$ cat config.mk
export PLATFORM = sky130hd
export DESIGN_NAME = dec_onehot_seq
export DESIGN_NICKNAME = d
export VERILOG_FILES = /design/src/rtl/dec_onehot_pkg.sv /design/src/rtl/dec_onehot.sv /design/src/rtl/dec_onehot_seq.sv
export SDC_FILE = /design/constraint.sdc
export NUM_CORES = 1
export LEC_CHECK = 0
export ABC_AREA = 1
export BUFFER_PORTS_ARGS = -buffer_cell sky130_fd_sc_hd__buf_2
export CAP_MARGIN = 40
export CORE_MARGIN = 2
export CORE_UTILIZATION = 50
export CTS_CLUSTER_DIAMETER = 40
export DETAILED_ROUTE_END_ITERATION = 16
export PLACE_DENSITY = 0.74
export SLEW_MARGIN = 20
export SYNTH_ARGS = -nofsm -noshare
export SYNTH_HDL_FRONTEND = slang
export SYNTH_SLANG_ARGS = --single-unit
$ cat constraint.sdc
create_clock -name sys_clk -period 2.02 [get_ports sys_clk]
set_input_delay 0.303 -clock sys_clk [delete_from_list [all_inputs] [get_ports sys_clk]]
set_output_delay 0.303 -clock sys_clk [all_outputs]
set_load 0.005 [all_outputs]
$ cat src/rtl/dec_onehot_pkg.sv
// Shared types for the sequenced one-hot decoder: mode encoding and FSM states.
package dec_onehot_pkg;

  typedef enum logic [1:0] {
    MODE_DIRECT = 2'b00,
    MODE_PULSE  = 2'b01,
    MODE_SCAN   = 2'b10,
    MODE_RSVD   = 2'b11
  } mode_t;

  typedef enum logic [1:0] {
    ST_IDLE  = 2'b00,
    ST_PULSE = 2'b01,
    ST_SCAN  = 2'b10
  } state_t;

endpackage

$ cat src/rtl/dec_onehot.sv
// Combinational binary-to-one-hot decoder with enable; all-zero when disabled.
module dec_onehot #(
  parameter int AW = 4
) (
  input  logic [AW-1:0]      i_code,
  input  logic               i_en,
  output logic [(1<<AW)-1:0] o_z
);

  localparam int NO = 1 << AW;

  always_comb begin
    o_z = '0;
    if (i_en) o_z[i_code] = 1'b1;
  end

endmodule

$ cat src/rtl/dec_onehot_seq.sv
// Registered one-hot decoder with DIRECT, timed PULSE and stepped SCAN modes.
// Build option: define DEC_ACTIVE_LOW_EN for one-cold (active-low) z outputs.
module dec_onehot_seq
  import dec_onehot_pkg::*;
#(
  parameter int AW = 4,
  parameter int PW = 4
) (
  input  logic                sys_clk,
  input  logic                reset,
  input  logic                gn,
  input  logic [1:0]          mode,
  input  logic [AW-1:0]       a,
  input  logic                load,
  input  logic [PW-1:0]       plen,
  input  logic                step,
  output logic [(1<<AW)-1:0]  z,
  output logic                busy,
  output logic                done,
  output state_t              o_dbg_state
);

  localparam int NO = 1 << AW;

`ifdef DEC_ACTIVE_LOW_EN
  localparam logic [NO-1:0] Z_INV = '1;
`else
  localparam logic [NO-1:0] Z_INV = '0;
`endif

  state_t          r_state, w_nxt_state;
  logic [AW-1:0]   r_idx, w_nxt_idx;
  logic [PW-1:0]   r_cnt, w_nxt_cnt;
  logic [NO-1:0]   r_z;
  logic            r_busy, r_done;
  logic            w_nxt_busy, w_nxt_done;
  logic            w_dec_en;
  logic [AW-1:0]   w_dec_code;
  logic [NO-1:0]   w_dec_z;
  mode_t           w_mode;

  assign w_mode = mode_t'(mode);

  dec_onehot #(.AW(AW)) u_dec (
    .i_code (w_dec_code),
    .i_en   (w_dec_en),
    .o_z    (w_dec_z)
  );

  // The decoder output computed here is what z shows after the next edge.
  always_comb begin
    w_nxt_state = r_state;
    w_nxt_idx   = r_idx;
    w_nxt_cnt   = r_cnt;
    w_nxt_busy  = 1'b0;
    w_nxt_done  = 1'b0;
    w_dec_en    = 1'b0;
    w_dec_code  = r_idx;
    unique case (r_state)
      ST_IDLE: begin
        w_nxt_cnt = '0;
        if (!gn) begin
          unique case (w_mode)
            MODE_DIRECT: begin
              w_dec_en   = 1'b1;
              w_dec_code = a;
            end
            MODE_PULSE: if (load) begin
              w_nxt_state = ST_PULSE;
              w_nxt_idx   = a;
              w_nxt_cnt   = plen;
              w_nxt_busy  = 1'b1;
              w_dec_en    = 1'b1;
              w_dec_code  = a;
            end
            MODE_SCAN: if (load) begin
              w_nxt_state = ST_SCAN;
              w_nxt_idx   = a;
              w_nxt_busy  = 1'b1;
              w_dec_en    = 1'b1;
              w_dec_code  = a;
            end
            default: ;
          endcase
        end
      end
      ST_PULSE: begin
        if (gn || w_mode != MODE_PULSE) begin
          w_nxt_state = ST_IDLE;
          w_nxt_cnt   = '0;
        end else if (r_cnt == '0) begin
          w_nxt_state = ST_IDLE;
          w_nxt_done  = 1'b1;
        end else begin
          w_nxt_cnt  = r_cnt - PW'(1);
          w_nxt_busy = 1'b1;
          w_dec_en   = 1'b1;
        end
      end
      ST_SCAN: begin
        if (gn || w_mode != MODE_SCAN) begin
          w_nxt_state = ST_IDLE;
          w_nxt_cnt   = '0;
        end else begin
          w_nxt_busy = 1'b1;
          w_dec_en   = 1'b1;
          if (load) begin
            w_nxt_idx  = a;
            w_dec_code = a;
          end else if (step) begin
            w_nxt_idx  = r_idx + AW'(1);
            w_dec_code = r_idx + AW'(1);
            w_nxt_done = (r_idx == AW'(NO - 1));
          end
        end
      end
      default: begin
        w_nxt_state = ST_IDLE;
        w_nxt_cnt   = '0;
      end
    endcase
  end

  always_ff @(posedge sys_clk) begin
    if (reset) begin
      r_state <= ST_IDLE;
      r_idx   <= '0;
      r_cnt   <= '0;
      r_z     <= Z_INV;
      r_busy  <= 1'b0;
      r_done  <= 1'b0;
    end else begin
      r_state <= w_nxt_state;
      r_idx   <= w_nxt_idx;
      r_cnt   <= w_nxt_cnt;
      r_z     <= w_dec_z ^ Z_INV;
      r_busy  <= w_nxt_busy;
      r_done  <= w_nxt_done;
    end
  end

  assign z           = r_z;
  assign busy        = r_busy;
  assign done        = r_done;
  assign o_dbg_state = r_state;

endmodule
# == Word level (Yosys, flattened, before mapping) ==
# Index checks and enable logic that the tools add are counted.
# totals
ff_bits,28
inputBits,15
output_inout_bits,20
elab_cells,81
# op_classes
addsub,2
magnitude_cmp,2
n_eq_ne,15
muxes,43
bitwise,1
n_reduce_logical,12
# op_table
cell,n
two-way mux 4 bit,13
case mux 4 bit (2 select lines),3
two-way mux 1 bit,13
two-way mux 2 bit,6
!= test 3 bit (second input constant),4
case mux 4 bit (3 select lines),1
!= test 2 bit (second input constant),4
case mux 1 bit (3 select lines),2
case mux 2 bit (3 select lines),1
AND reduction 6 bit,1
< comparator 4 x 5 -> 1 bit (second input constant),1
adder 4 x 1 -> 4 bit (second input constant),1
demux 1 bit (select 4 bit),1
== test 2 x 1 -> 1 bit (second input constant),2
== test 2 bit (second input constant),2
== test 4 bit (second input constant),1
>= comparator 4 x 1 -> 1 bit (second input constant),1
logical NOT 2 bit,2
logical NOT 4 bit,1
case mux 1 bit (2 select lines),2
case mux 2 bit (2 select lines),1
OR reduction 2 bit,2
subtractor 4 x 1 -> 4 bit (second input constant),1
!= test 3 x 1 -> 1 bit (second input constant),1
7 further kinds,8

# == Longest topological paths before layout ==
# Gate-level depths: netlist of the first run.
# depth
depth_word,9
ltp_mapped,12
depth_no_buf,12

# == Modules after synthesis ==
# Synthesis of the first run repeated with hierarchy kept, for this count alone.
# hier_totals
hier_cells,288
area_unflattened_um2,1799.2
# modules_own_cells
mod,instances,cells_each,area_per_inst_um2,seq_area_each_um2
dec_onehot_seq,1,255,1659.1,560.5
dec_onehot,1,33,140.1,0.0

# == Worst setup path before layout of the first run ==
# OpenSTA, ideal clock, no wires.
# synth_path
path_kind,reg2reg
startpoint,reg r_state[0] (netlist: o_dbg_state[0])
endpoint,reg r_z[12] (netlist: z[12])
setup_ns,0.066
arrival_ns,1.531
t_required_ns,1.954
path_slack_ns,0.424
stages_incl_launch_ff,13
n_path_buf,1
period_less_slack_ns,1.596
path_cell_list,dfxtp_1 > inv_1 > ha_1 > buf_4 > nor2_2 > inv_2 > nor2_1 > inv_1 > nand2_2 > inv_2 > nand2_2 > nand3_1 > nor2_1
# synth_via
elab_chain_len,6
elab_cells_between_ends,12
classes_between,order compare (2); eq/ne (2); mux (4); bitwise (1); reduce/logical (3)
# synth_lines
element,line_no,text
"start, declared",dec_onehot_seq.sv:31,"state_t r_state, w_nxt_state;"
"start signal, assigned",dec_onehot_seq.sv:133,r_state <= w_nxt_state;
== test 2 bit / logical NOT 2 bit (equally long branches),dec_onehot_seq.sv:59,unique case (r_state)
case mux 4 bit (2 select lines),dec_onehot_seq.sv:59,
< comparator 4 x 5 -> 1 bit (not written as such) / >= comparator 4 x 1 -> 1 bit (equally long branches),dec_onehot.sv:14,if (i_en) o_z[i_code] = 1'b1;
logical AND 1 bit (not written as such),dec_onehot.sv:14,
two-way mux 1 bit (not written as such),dec_onehot.sv:14,
demux 1 bit (select 4 bit),n/a,
"end signal, assigned",dec_onehot_seq.sv:136,r_z <= w_dec_z ^ Z_INV;
"end, declared",dec_onehot_seq.sv:34,logic [NO-1:0] r_z;
# Parallel ways exist; a longest one is shown, timed or not.
# A chain may end at the register's enable or synchronous reset.

# == Worst setup path after layout of the first run ==
# Same ends and word-level chain as after synthesis.

==> key figures, run 1 <==
Finish
  – Area growth from synthesis to layout: 16.1%
  – Fraction of layout cells with a size suffix above 1: between 20% and 30%
  – Final standard cell utilization of the core: between 50 and 60%
  – Layout net count: approximately 310
  – Inserted Diodes: 0
  – Fill cell total of the finished layout: 344

Yosys
  – Cell area after synthesis: ~1700 um^2
  – Leading post-synthesis cells by instance count: nand2_1 (49), dfxtp_1 (28), inv_1 (28), nor2_1 (25), nand3_1 (19)
  – Fraction of synthesis flops using an asynchronous set or reset pin: 0%
  – Synth Area in Compound Gates: 12.8%
  – Dominant combinational cell family by area after synthesis: simple AND/OR/NAND/NOR gates
  – Most used flip-flop cell after synthesis: dfxtp_1
  – Post-synthesis instance total: 246
  – Sequential-to-total area share from yosys stat: about a third
  – Xor/xnor share of the synthesized area: approximately 1%
  – Dominant cells by area after synthesis: dfxtp_1 (33%), nand2_1 (11%), ha_1 (7.3%)
  – Share of Yosys cell area claimed by the top area cell type: 32.9%
  – Most common cell in the netlist: nand2_1
  – Synth Area per Inst: ~7 um^2
  – Yosys cell types: 28
  – Mux share of post-synthesis cell area: 0%
  – Post-synth EDFFs: 0
  – Number of nets in the synthesized netlist: approximately 270
  – Cell type with the highest aggregate area in the netlist: dfxtp_1
  – Fraction of the mapped netlist area in adder cells: ~7.3%
  – Yosys reg bits: 28
  – Yosys warning count: 0
  – Area share of and/or/nand/nor cells after synthesis: between 30% and 40%

CTS
  – Clock tree sinks: 28
  – Maximum clock insertion buffer count: 2
  – TritonCTS clock tree: done
  – Worst-path clk slew: ~0.15 ns
  – Worst skew pair latency: around 0.33 ns
  – CTS H-tree lvls: 1
  – Cell chosen for the clock root: clkbuf_4
  – Clock buffers created by TritonCTS: 3

Run
  – Max-cap violations: 0

Power and ir drop
  – Total Power Consumption: 1.58 mW
  – Highest ir drop seen on vdd: 0.000309 V
  – Power per unit of standard cell area: between 800 and 900 nW/um^2
  – Leakage Power: roughly 0.98 nW

Floorplan
  – Core Region: between 3000 and 4000 um^2
  – Top-Level Pins: 35
  – Die height: between 60 and 70 um
  – Std cell rows: 21
  – Area enclosed by the die boundary: 3890 um^2
  – Die width: between 60 and 70 um
  – Initial core utilization: 51.5%

Setup path
  – Crit path largest cell delay: around 0.4 ns
  – Highest-delay cell along the critical path: ha_1
  – Cell-by-cell trace of the critical path: inv_1 -> ha_1 -> inv_1 -> a21oi_1 -> nand2_1 -> nand2_2 -> inv_2 -> nand2_2 -> nand3_1 -> nor2_1
  – CP required: around 2.3 ns
  – Startpoint type of the worst setup path: register
  – Kind of capture point of the worst setup path: register
  – Crit path DAT: about 2.1 ns
  – Critical-path maximum fanout: 10
  – WS Path Type: reg -> reg

Place
  – DP Worst Slack: slightly above 0.2 ns
  – Final weighted congestion in routability-driven placement: roughly 0.95
  – # port buffers: 34
  – Post-detail-place hpwl: between 2000 and 3000 um

STA
  – Final setup skew: between 0.005 and 0.006 ns
  – Post-layout min period: approximately 1.8 ns
  – Unrepaired setup endpoints after global routing: no
  – Setup TNS: 0 ns
  – Count of final max-slew check failures: 0
  – Max frequency: 554 MHz
  – Number of endpoints failing setup at the final stage: 0
  – Worst-Margin Slew: between 0.3 and 0.4 ns
  – Worst Hold Margin: between 0.15 and 0.2 ns
  – Crit share post-route: 89.4%
  – Hold Vio Cnt, Final: 0
  – Tightest slew margin relative to the limit: about 74%
  – Worst-case setup margin in the final layout: roughly 0.21 ns

GRT
  – Number of antenna violations at the first check in global routing: 0
  – Wire length of the first global-routing pass: approximately 6200 um
  – All-layer global routing usage: 19.4%
  – Vias in the first global route: about 1.4k
  – Total gr overflow: 0
  – Largest net degree at the start of global routing: 17

Detailed routing
  – Average routed wire per standard cell: ~11 um
  – Overall routed net length: about 3500 um
  – Average via count per standard cell: a little under 5
  – Number of detailed-route iterations in the first pass: 4
  – Detailed router's first-iteration violation count: 66
  – DRC violation count after routing: 0
  – Total via count after detailed routing: 1597
  – Number of antenna-violating nets in the routed design: 0

Status
  – Result of the run: completed

Min path
  – Path category of the worst min-delay check: in -> reg
-- sequential cells by signal, summed over array words and instances (netlist names) --
| signal | count |
|---|---|
| z | 16 |
| r_cnt | 4 |
| r_idx | 4 |
| o_dbg_state | 2 |
| busy | 1 |
| done | 1 |
-- worst max-delay path, delay by kind of cell, from the launching register on --
family	cells	cell delay, ns
buffers and inverters	3	0.30
flip-flops	1	0.38
AND/OR/NAND/NOR	5	0.53
adder cells (fa/ha/maj)	1	0.40
AO/OA/AOI/OAI	1	0.15
-- cells by family after synthesis --
kind of cell,count (synthesis)
AND/OR/NAND/NOR,123
buffers and inverters,43
AO/OA/AOI/OAI,40
flip-flops,28
adder cells (fa/ha/maj),10
XOR/XNOR,2
-- through the flow --
step           instances  cell area, um^2
3_3_place_gp         325             1920
6_report             329             1980
4_1_cts              329             1970
3_5_place_dp         325             1920
2_1_floorplan        246             1710
5_1_grt              329             1980
-- layout make-up --
cell class,instances,area [um^2],area share [%]
clock inverters,1,30.0,1.52
repair buffers,35,178,8.98
flip-flops and latches,28,561,28.3
well taps,46,57.6,2.91
clock buffers,3,22.5,1.14
multi-input cells,175,977,49.4
inverters,41,154,7.77
-- power by group --
| group | internal (mW) | leakage, nW | switching, mW |
|---|---|---|---|
| clock network | 0.201 | 0.0279 | 0.165 |
| registers | 0.591 | 0.227 | 0.0347 |
| logic | 0.204 | 0.722 | 0.387 |
-- placed cells by master, fill, tap and decap left out, types with 2 or more instances in the layout --
cell type / n
a21oi_1: 16
a21oi_2: 2
a31oi_1: 5
buf_2: 34
clkbuf_4: 3
clkinv_1: 2
dfxtp_1: 28
ha_1: 10
inv_1: 28
inv_2: 11
nand2_1: 49
nand2_2: 11
nand3_1: 19
nand3_2: 3
nand4_1: 2
nor2_1: 25
nor2_2: 5
nor2_4: 5
o21ai_0: 10
o21ai_1: 4
o22ai_1: 2
-- path summary, 6_finish.rpt --
path,from,to,slack (ns),cells after the start
setup / recovery,o_dbg_state[0],z[12],0.21,10
hold / removal,reset,r_cnt[2],0.15,2
setup reg to reg,o_dbg_state[0],z[12],0.21,10
hold reg to reg,r_cnt[1],r_cnt[1],0.49,2
-- metal layers --
layer	GRT usage, %	vias to the layer above	routed length [um]
li1	-	854	-
met1	26.2	693	1740
met2	31.5	46	1610
met3	2.52	4	164
met4	7.78	0	31
met5	0	-	0
-- repair_timing --
action,CTS,global route
hold buffers,0,0
setup buffers,0,0
resized for setup,0,1
hold endpoints to repair,0,0
endpoints found under the setup margin,0,2
No activity file was read; power rests on OpenSTA's default activity.
==> inputs of run 2 (changes only) <==
--- a/config.mk
+++ b/config.mk
@@ -12,7 +12,8 @@
 export CORE_UTILIZATION = 50
 export CTS_CLUSTER_DIAMETER = 40
 export DETAILED_ROUTE_END_ITERATION = 16
-export PLACE_DENSITY = 0.74
+export PLACE_DENSITY_LB_ADDON = 0.12
+export SETUP_SLACK_MARGIN = 0.5
 export SLEW_MARGIN = 20
 export SYNTH_ARGS = -nofsm -noshare
 export SYNTH_HDL_FRONTEND = slang
==> run 2 against run 1 <==
Compared with the run above:
- setup slack gained 0.32 ns
- power up 16%
- critical path depth down 1
- via count increased by 5.7%
- design area up 14%
- first-iteration DRC count increased by 24%
- largest cell class unchanged
- flip-flop and latch count unchanged
- count of clock-buffer cells in the layout did not move
- wire length is 11% higher
- global-route usage rose by 0.81 points
- non-clock buffer count is 9 higher
==> key figures, run 2 (synthesized netlist as in run 1, its figures left out) <==
STA
  – Number of endpoints failing setup at the final stage: 0 (unchanged)
  – Crit share post-route: 73.4% (was 89.4%)
  – Worst-Margin Slew: 0.329 ns (was 0.391 ns)
  – Count of final max-slew check failures: 0 (unchanged)
  – Post-layout min period: 1.48 ns (was 1.81 ns)
  – Hold Vio Cnt, Final: 0 (unchanged)
  – Unrepaired setup endpoints after global routing: yes (was no)
  – Tightest slew margin relative to the limit: 78.1% (was 73.9%)
  – Max frequency: 675 MHz (was 554 MHz)
  – Setup TNS: 0 ns (unchanged)
  – Final setup skew: 0.00595 ns (was 0.00516 ns)

Floorplan
  – Die width: 62.4 um (unchanged)
  – Std cell rows: 21 (unchanged)
  – Area enclosed by the die boundary: 3890 um^2 (unchanged)
  – Core Region: 3310 um^2 (unchanged)
  – Top-Level Pins: 35 (unchanged)
  – Initial core utilization: 51.5% (unchanged)
  – Die height: 62.4 um (unchanged)

Finish
  – Layout net count: 318 (was 309)
  – Number of flip-flops under the largest register name: 16 (unchanged)
  – Most common cell after layout, fill and taps aside: nand2_1 (unchanged)
  – Inserted Diodes: 0 (unchanged)
  – Fraction of layout cells with a size suffix above 1: 41.4% (was 27.6%)
  – Fill cell total of the finished layout: 312 (was 344)
  – Area growth from synthesis to layout: 32.8% (was 16.1%)
  – Most frequent cells in the layout: nand2_1 (47), buf_2 (34), inv_1 (24), dfxtp_1 (22), nand3_1 (17) (was nand2_1 (49), buf_2 (34), inv_1 (28), dfxtp_1 (28), nor2_1 (25))
  – Post-layout instance area: 2260 um^2 (was 1980 um^2)

CTS
  – Clock tree sinks: 28 (unchanged)
  – Worst skew pair latency: 0.33 ns (about the same)
  – CTS H-tree lvls: 1 (unchanged)
  – TritonCTS clock tree: done (unchanged)
  – Worst-path clk slew: 0.15 ns (about the same)
  – CTS Hold Bufs: 0 (unchanged)
  – Clock buffers created by TritonCTS: 3 (unchanged)
  – Maximum clock insertion buffer count: 2 (unchanged)
  – Cell chosen for the clock root: clkbuf_4 (unchanged)

GRT
  – All-layer global routing usage: 20.2% (was 19.4%)
  – Total gr overflow: 0 (unchanged)
  – Number of antenna violations at the first check in global routing: 0 (unchanged)
  – Wire length of the first global-routing pass: 6450 um (was 6160 um)
  – Largest net degree at the start of global routing: 17 (unchanged)
  – Vias in the first global route: 1461 (was 1438)

Setup path
  – CP required: 2.30 ns (about the same)
  – Kind of capture point of the worst setup path: register (unchanged)
  – Critical-path maximum fanout: 5 (was 10)
  – Crit path DAT: 1.77 ns (was 2.09 ns)
  – Startpoint type of the worst setup path: register (unchanged)
  – WS Path Type: reg -> reg (unchanged)

Detailed routing
  – DRC violation count after routing: 0 (unchanged)
  – Total via count after detailed routing: 1688 (was 1597)
  – Overall routed net length: 3940 um (was 3540 um)
  – Number of antenna-violating nets in the routed design: 0 (unchanged)
  – Detailed router's first-iteration violation count: 82 (was 66)
  – Number of detailed-route iterations in the first pass: 5 (was 4)
  – Average via count per standard cell: 4.99 (was 4.85)
  – Average routed wire per standard cell: 11.7 um (was 10.8 um)

Run
  – Max-cap violations: 0 (unchanged)

Status
  – Result of the run: completed (unchanged)

Place
  – Post-detail-place hpwl: 2870 um (was 2840 um)
  – # port buffers: 34 (unchanged)
  – Standard cell area after detailed placement: 1930 um^2 (was 1920 um^2)
  – Final weighted congestion in routability-driven placement: 0.862 (was 0.953)

Power and ir drop
  – Highest ir drop seen on vdd: 0.000424 V (was 0.000309 V)
  – Power per unit of standard cell area: 811 nW/um^2 (was 800 nW/um^2)
  – Leakage Power: 1.06 nW (was 0.977 nW)

Min path
  – Path category of the worst min-delay check: in -> reg (unchanged)
## run 2: cell count changes in the layout (fill, tap and decap cells not counted), moves of 5 or more
cell / previous run / this run
nor2_2: 5 / 14
dfxtp_1: 28 / 22
buf_4: 1 / 9
nor2_4: 5 / 10
nor2_1: 25 / 11
## run 2: worst paths after layout
kind | endpoint | start | slack (ns) | depth (start not counted)
worst max-delay path | z[2] | o_dbg_state[0] | 0.54 | 9
worst min-delay path | o_dbg_state[1] | reset | 0.16 | 2
worst max register to register | z[2] | o_dbg_state[0] | 0.54 | 9
worst min register to register | r_cnt[2] | r_cnt[2] | 0.50 | 2
## run 2: metrics by stage
stage	instances	power [mW]	util [%]	worst slack [ns]	hold WS, ns
after floorplan	246	1.10	-	0.523	0.365
after global placement	325	1.23	58.3	0.298	0.480
after detailed placement	325	1.23	58.3	0.280	0.484
after CTS	329	1.62	61.2	0.500	0.159
after global routing	338	1.96	68.4	0.446	0.146
final	338	1.84	68.4	0.538	0.162
## run 2: cell type report
cell class	instances	area, um^2	share of cell area (%)
inverters	41	164	7.24
repair buffers	44	258	11.4
flip-flops and latches	28	576	25.4
well taps	46	57.6	2.54
clock inverters	1	30.0	1.33
multi-input cells	175	1160	51.1
clock buffers	3	22.5	0.994
## run 2: repair_timing
action / 4_1_cts / 5_1_grt
cloned: 0 / 0
endpoints found under the setup margin: 23 / 22
gates resized for setup: 11 / 48
setup buffers: 0 / 9
pin swaps: 0 / 27
## run 2: critical path: stages, from the launching register on
cell and delay, ns:
dfxtp_4 0.41, inv_4 0.05, ha_4 0.18, nor2_4 0.14
inv_2 0.07, nor2_2 0.08, nand3b_4 0.19, buf_12 0.11
nand3_4 0.11, nor2_2 0.11
## run 2: per-layer routing
layer	part of all wire, %	vias up	wire length [um]	global-route usage (%)
met1	46	759	1820	28.1
li1	-	879	-	-
met5	0	-	0	0
met3	4.7	4	184	2.16
met4	1.4	0	54	6.94
met2	48	46	1880	32.7
## run 2: power breakdown
part,internal [mW],switching (mW),total (mW)
clock,0.201,0.168,0.368
combinational,0.309,0.515,0.824
sequential,0.600,0.0437,0.644
total,1.11,0.726,1.84
==> inputs of run 3 (changes only) <==
--- a/config.mk
+++ b/config.mk
@@ -5,11 +5,11 @@
 export SDC_FILE = /design/constraint.sdc
 export NUM_CORES = 1
 export LEC_CHECK = 0
-export ABC_AREA = 1
+export ABC_AREA = 0
 export BUFFER_PORTS_ARGS = -buffer_cell sky130_fd_sc_hd__buf_2
 export CAP_MARGIN = 40
 export CORE_MARGIN = 2
-export CORE_UTILIZATION = 50
+export CORE_UTILIZATION = 49
 export CTS_CLUSTER_DIAMETER = 40
 export DETAILED_ROUTE_END_ITERATION = 16
 export PLACE_DENSITY_LB_ADDON = 0.12
==> constraint.sdc (replaced) <==
create_clock -name sys_clk -period 1.2 [get_ports sys_clk]
set_input_delay 0.18 -clock sys_clk [delete_from_list [all_inputs] [get_ports sys_clk]]
set_output_delay 0.18 -clock sys_clk [all_outputs]
set_load 0.005 [all_outputs]
==> run 3 against run 2 <==
Compared with the run above:
- the flow now finishes with violations (setup timing)
- sequential power is 51% higher
- design area increased by 36%
- core utilization up 23 points
- hold slack improved by 0.0078 ns
- critical endpoint is now z[14]
- combinational power increased by 14%
- sequential share of layout area is 6.4 points lower
- clock power rose by 45%
- first-iteration DRC count rose to 3.8 times the previous value
- global-route usage increased by 11 points
- fmax decreased by 27%
==> key figures, run 3 <==
Yosys
  – Yosys reg bits: 28 (unchanged)
  – Area share of and/or/nand/nor cells after synthesis: 26.0% (was 35.8%)
  – Post-synthesis instance total: 193 (was 246)
  – Yosys warning count: 0 (unchanged)
  – Post-synth EDFFs: 0 (unchanged)
  – Synth Area per Inst: 9.00 um^2 (was 6.93 um^2)
  – Number of nets in the synthesized netlist: 218 (was 271)
  – Fraction of the mapped netlist area in adder cells: 7.20% (was 7.34%)
  – Cell type with the highest aggregate area in the netlist: dfxtp_1 (unchanged)
  – Leading post-synthesis cells by instance count: dfxtp_1 (28), nor2_1 (24), a21oi_1 (11), ha_1 (10), o21ai_0 (10) (was nand2_1 (49), dfxtp_1 (28), inv_1 (28), nor2_1 (25), nand3_1 (19))
  – Dominant combinational cell family by area after synthesis: simple AND/OR/NAND/NOR gates (unchanged)
  – Dominant cells by area after synthesis: dfxtp_1 (32%), ha_1 (7.2%), nor2_1 (5.2%) (was dfxtp_1 (33%), nand2_1 (11%), ha_1 (7.3%))
  – Share of Yosys cell area claimed by the top area cell type: 32.3% (was 32.9%)
  – Mux share of post-synthesis cell area: 4.03% (was 0%)
  – Synth Area in Compound Gates: 23.0% (was 12.8%)
  – Most common cell in the netlist: dfxtp_1 (was nand2_1)
  – Fraction of synthesis flops using an asynchronous set or reset pin: 0% (unchanged)
  – Cell area after synthesis: 1740 um^2 (was 1710 um^2)
  – Yosys cell types: 58 (was 28)
  – Xor/xnor share of the synthesized area: 1.01% (was 1.03%)
  – Most used flip-flop cell after synthesis: dfxtp_1 (unchanged)
  – Sequential-to-total area share from yosys stat: 32.3% (was 32.9%)

Setup path
  – Cell-by-cell trace of the critical path: ha_1 -> and3b_1 -> o211ai_1 -> o211ai_1 -> buf_4 -> nand3b_1 -> buf_4 -> nor2_2 (was inv_4 -> ha_4 -> nor2_4 -> inv_2 -> nor2_2 -> nand3b_4 -> buf_12 -> nand3_4 -> nor2_2)
  – Worst flop-to-flop path startpoint: r_idx[0] (was o_dbg_state[0])
  – Buf/Inv on CP: 2 (was 3)
  – Endpoint of the most critical register-to-register path: z[14] (was z[2])
  – Crit path largest cell delay: 0.36 ns (was 0.41 ns)
  – Crit path DAT: 2.26 ns (was 1.77 ns)
  – Cell family with most CP delay: simple AND/OR/NAND/NOR gates (unchanged)
  – Timing startpoint of the critical path: r_idx[0] (was o_dbg_state[0])
  – Startpoint type of the worst setup path: register (unchanged)
  – Capturing element of the worst setup path: z[14] (was z[2])
  – Highest-delay cell along the critical path: dfxtp_2 (was dfxtp_4)
  – CP required: 1.42 ns (was 2.30 ns)
  – Critical-path maximum fanout: 4 (was 5)
  – Crit path depth: 8 (was 9)
  – Register-to-register setup slack: -0.84 ns (was 0.54 ns)
  – Reg2Reg Depth: 8 (was 9)
  – WS Path Type: reg -> reg (unchanged)
  – Kind of capture point of the worst setup path: register (unchanged)

Power and ir drop
  – Highest ir drop seen on vdd: 0.000818 V (was 0.000424 V)
  – Power per unit of standard cell area: 796 nW/um^2 (was 811 nW/um^2)
  – Leakage Power: 1.33 nW (was 1.06 nW)

CTS
  – Clock tree sinks: 28 (unchanged)
  – CTS H-tree lvls: 1 (unchanged)
  – CTS Hold Bufs: 0 (unchanged)
  – Worst skew pair latency: 0.33 ns (about the same)
  – Maximum clock insertion buffer count: 2 (unchanged)
  – Cell chosen for the clock root: clkbuf_4 (unchanged)
  – Clock buffers created by TritonCTS: 3 (unchanged)
  – TritonCTS clock tree: done (unchanged)
  – Worst-path clk slew: 0.16 ns (was 0.15 ns)

Place
  – Final weighted congestion in routability-driven placement: 0.971 (was 0.862)
  – # port buffers: 34 (unchanged)
  – Post-detail-place hpwl: 3860 um (was 2870 um)

Detailed routing
  – Overall routed net length: 7980 um (was 3940 um)
  – DRC violation count after routing: 0 (unchanged)
  – Number of antenna-violating nets in the routed design: 0 (unchanged)
  – Number of detailed-route iterations in the first pass: 7 (was 5)
  – Detailed router's first-iteration violation count: 314 (was 82)
  – Total via count after detailed routing: 2243 (was 1688)
  – Average via count per standard cell: 6.48 (was 4.99)
  – Average routed wire per standard cell: 23.1 um (was 11.7 um)

STA
  – Crit share post-route: 170% (was 73.4%)
  – Number of endpoints failing setup at the final stage: 28 (was 0)
  – Unrepaired setup endpoints after global routing: yes (unchanged)
  – Hold Vio Cnt, Final: 0 (unchanged)
  – Count of final max-slew check failures: 0 (unchanged)
  – Setup TNS: -17.67 ns (was 0 ns)
  – Post-layout min period: 2.04 ns (was 1.48 ns)
  – Max frequency: 490 MHz (was 675 MHz)
  – Final setup skew: 0.0125 ns (was 0.00595 ns)
  – Worst-Margin Slew: 0.419 ns (was 0.329 ns)
  – Worst-case setup margin in the final layout: -0.839 ns (was 0.538 ns)
  – Tightest slew margin relative to the limit: 71.9% (was 78.1%)

GRT
  – Number of antenna violations at the first check in global routing: 0 (unchanged)
  – Vias in the first global route: 1994 (was 1461)
  – All-layer global routing usage: 30.8% (was 20.2%)
  – Wire length of the first global-routing pass: 9670 um (was 6450 um)
  – Total gr overflow: 0 (unchanged)
  – Largest net degree at the start of global routing: 17 (unchanged)

Floorplan
  – Initial core utilization: 51.6% (was 51.5%)
  – Area enclosed by the die boundary: 4040 um^2 (was 3890 um^2)
  – Die width: 63.5 um (was 62.4 um)
  – Die height: 63.5 um (was 62.4 um)
  – Top-Level Pins: 35 (unchanged)
  – Std cell rows: 21 (unchanged)
  – Core Region: 3360 um^2 (was 3310 um^2)

Finish
  – Most frequent cells in the layout: buf_4 (60), buf_2 (27), buf_6 (26), nor2_1 (19), dfxtp_1 (14) (was nand2_1 (47), buf_2 (34), inv_1 (24), dfxtp_1 (22), nand3_1 (17))
  – Layout net count: 326 (was 318)
  – Fraction of layout cells with a size suffix above 1: 65.7% (was 41.4%)
  – Inserted Diodes: 0 (unchanged)
  – Area growth from synthesis to layout: 76.9% (was 32.8%)
  – Number of flip-flops under the largest register name: 16 (unchanged)
  – Most common cell after layout, fill and taps aside: buf_4 (was nand2_1)
  – Final standard cell utilization of the core: 91.3% (was 68.4%)

Min path
  – Path category of the worst min-delay check: in -> reg (unchanged)

Status
  – Violations in the final reports: setup timing
  – Result of the run: complete, but fails checks (was completed)

Run
  – Max-cap violations: 0 (unchanged)
[run 3: per-layer routing]
| metal | global-route usage, % | vias to the layer above | share of wire, % |
|---|---|---|---|
| li1 | - | 931 | - |
| met5 | 0 | - | 0 |
| met4 | 9.51 | 0 | 7.0 |
| met2 | 57.0 | 196 | 49 |
| met1 | 35.5 | 1053 | 35 |
| met3 | 5.71 | 63 | 8.8 |
[run 3: worst reg2reg max path: stages (launching register included)]
cell	delay, ns
dfxtp_2	0.36
ha_1	0.29
and3b_1	0.18
o211ai_1	0.21
o211ai_1	0.23
buf_4	0.21
nand3b_1	0.22
buf_4	0.18
nor2_2	0.04
[run 3: layout make-up]
class | instances | area, um^2
Inverter | 8 | 40.0
Tap cell | 46 | 57.6
Timing Repair Buffer | 113 | 878
Multi-Input combinational cell | 147 | 1470
Clock buffer | 4 | 47.5
Fill cell | 134 | 292
Sequential cell | 28 | 583
[run 3: what timing repair did]
item                                   in CTS  in global routing
buffers inserted                           17                  7
resized for setup                          51                 39
endpoints found under the hold margin       0                  0
pin swaps                                  16                 22
setup endpoints to repair                  48                 48
[run 3: how the worst min path moves through the flow]
stage / startpoint / endpoint / slack, ns / cells past startpoint
2_1_floorplan: reset / r_idx[0] / 0.24 / 1
3_3_place_gp: plen[0] / r_cnt[0] / 0.50 / 3
3_5_place_dp: plen[0] / r_cnt[0] / 0.51 / 3
4_1_cts: plen[0] / r_cnt[0] / 0.15 / 3
5_1_grt: plen[3] / r_cnt[3] / 0.18 / 3
6_report: plen[1] / r_cnt[1] / 0.17 / 3
[run 3: power by group]
group / switching [mW] / internal [mW] / leakage, nW
Sequential: 0.0197 / 0.953 / 0.234
Clock: 0.281 / 0.255 / 0.0261
Combinational: 0.487 / 0.450 / 1.07
Total: 0.787 / 1.66 / 1.33
[run 3: per-stage QoR]
stage / std cells / setup WS [ns] / cell area, um^2 / power, mW / hold slack [ns]
finish: 346 / -0.839 / 3070 / 2.45 / 0.169
global route: 346 / -0.879 / 3070 / 2.52 / 0.180
CTS: 339 / -0.645 / 2840 / 2.26 / 0.152
detailed placement: 318 / -0.770 / 2400 / 1.61 / 0.511
global placement: 318 / -0.642 / 2400 / 1.59 / 0.504
floorplan: 193 / -0.431 / 1870 / 1.37 / 0.245
[run 3: logic make-up after synthesis]
| logic type | after synthesis |
|---|---|
| and+or+nand+nor | 76 |
| AOI/OAI and AO/OA | 53 |
| DFF | 28 |
| buffers and inverters | 18 |
| adders and majority gates | 10 |
| muxes | 6 |
| xor gates and xnor gates | 2 |
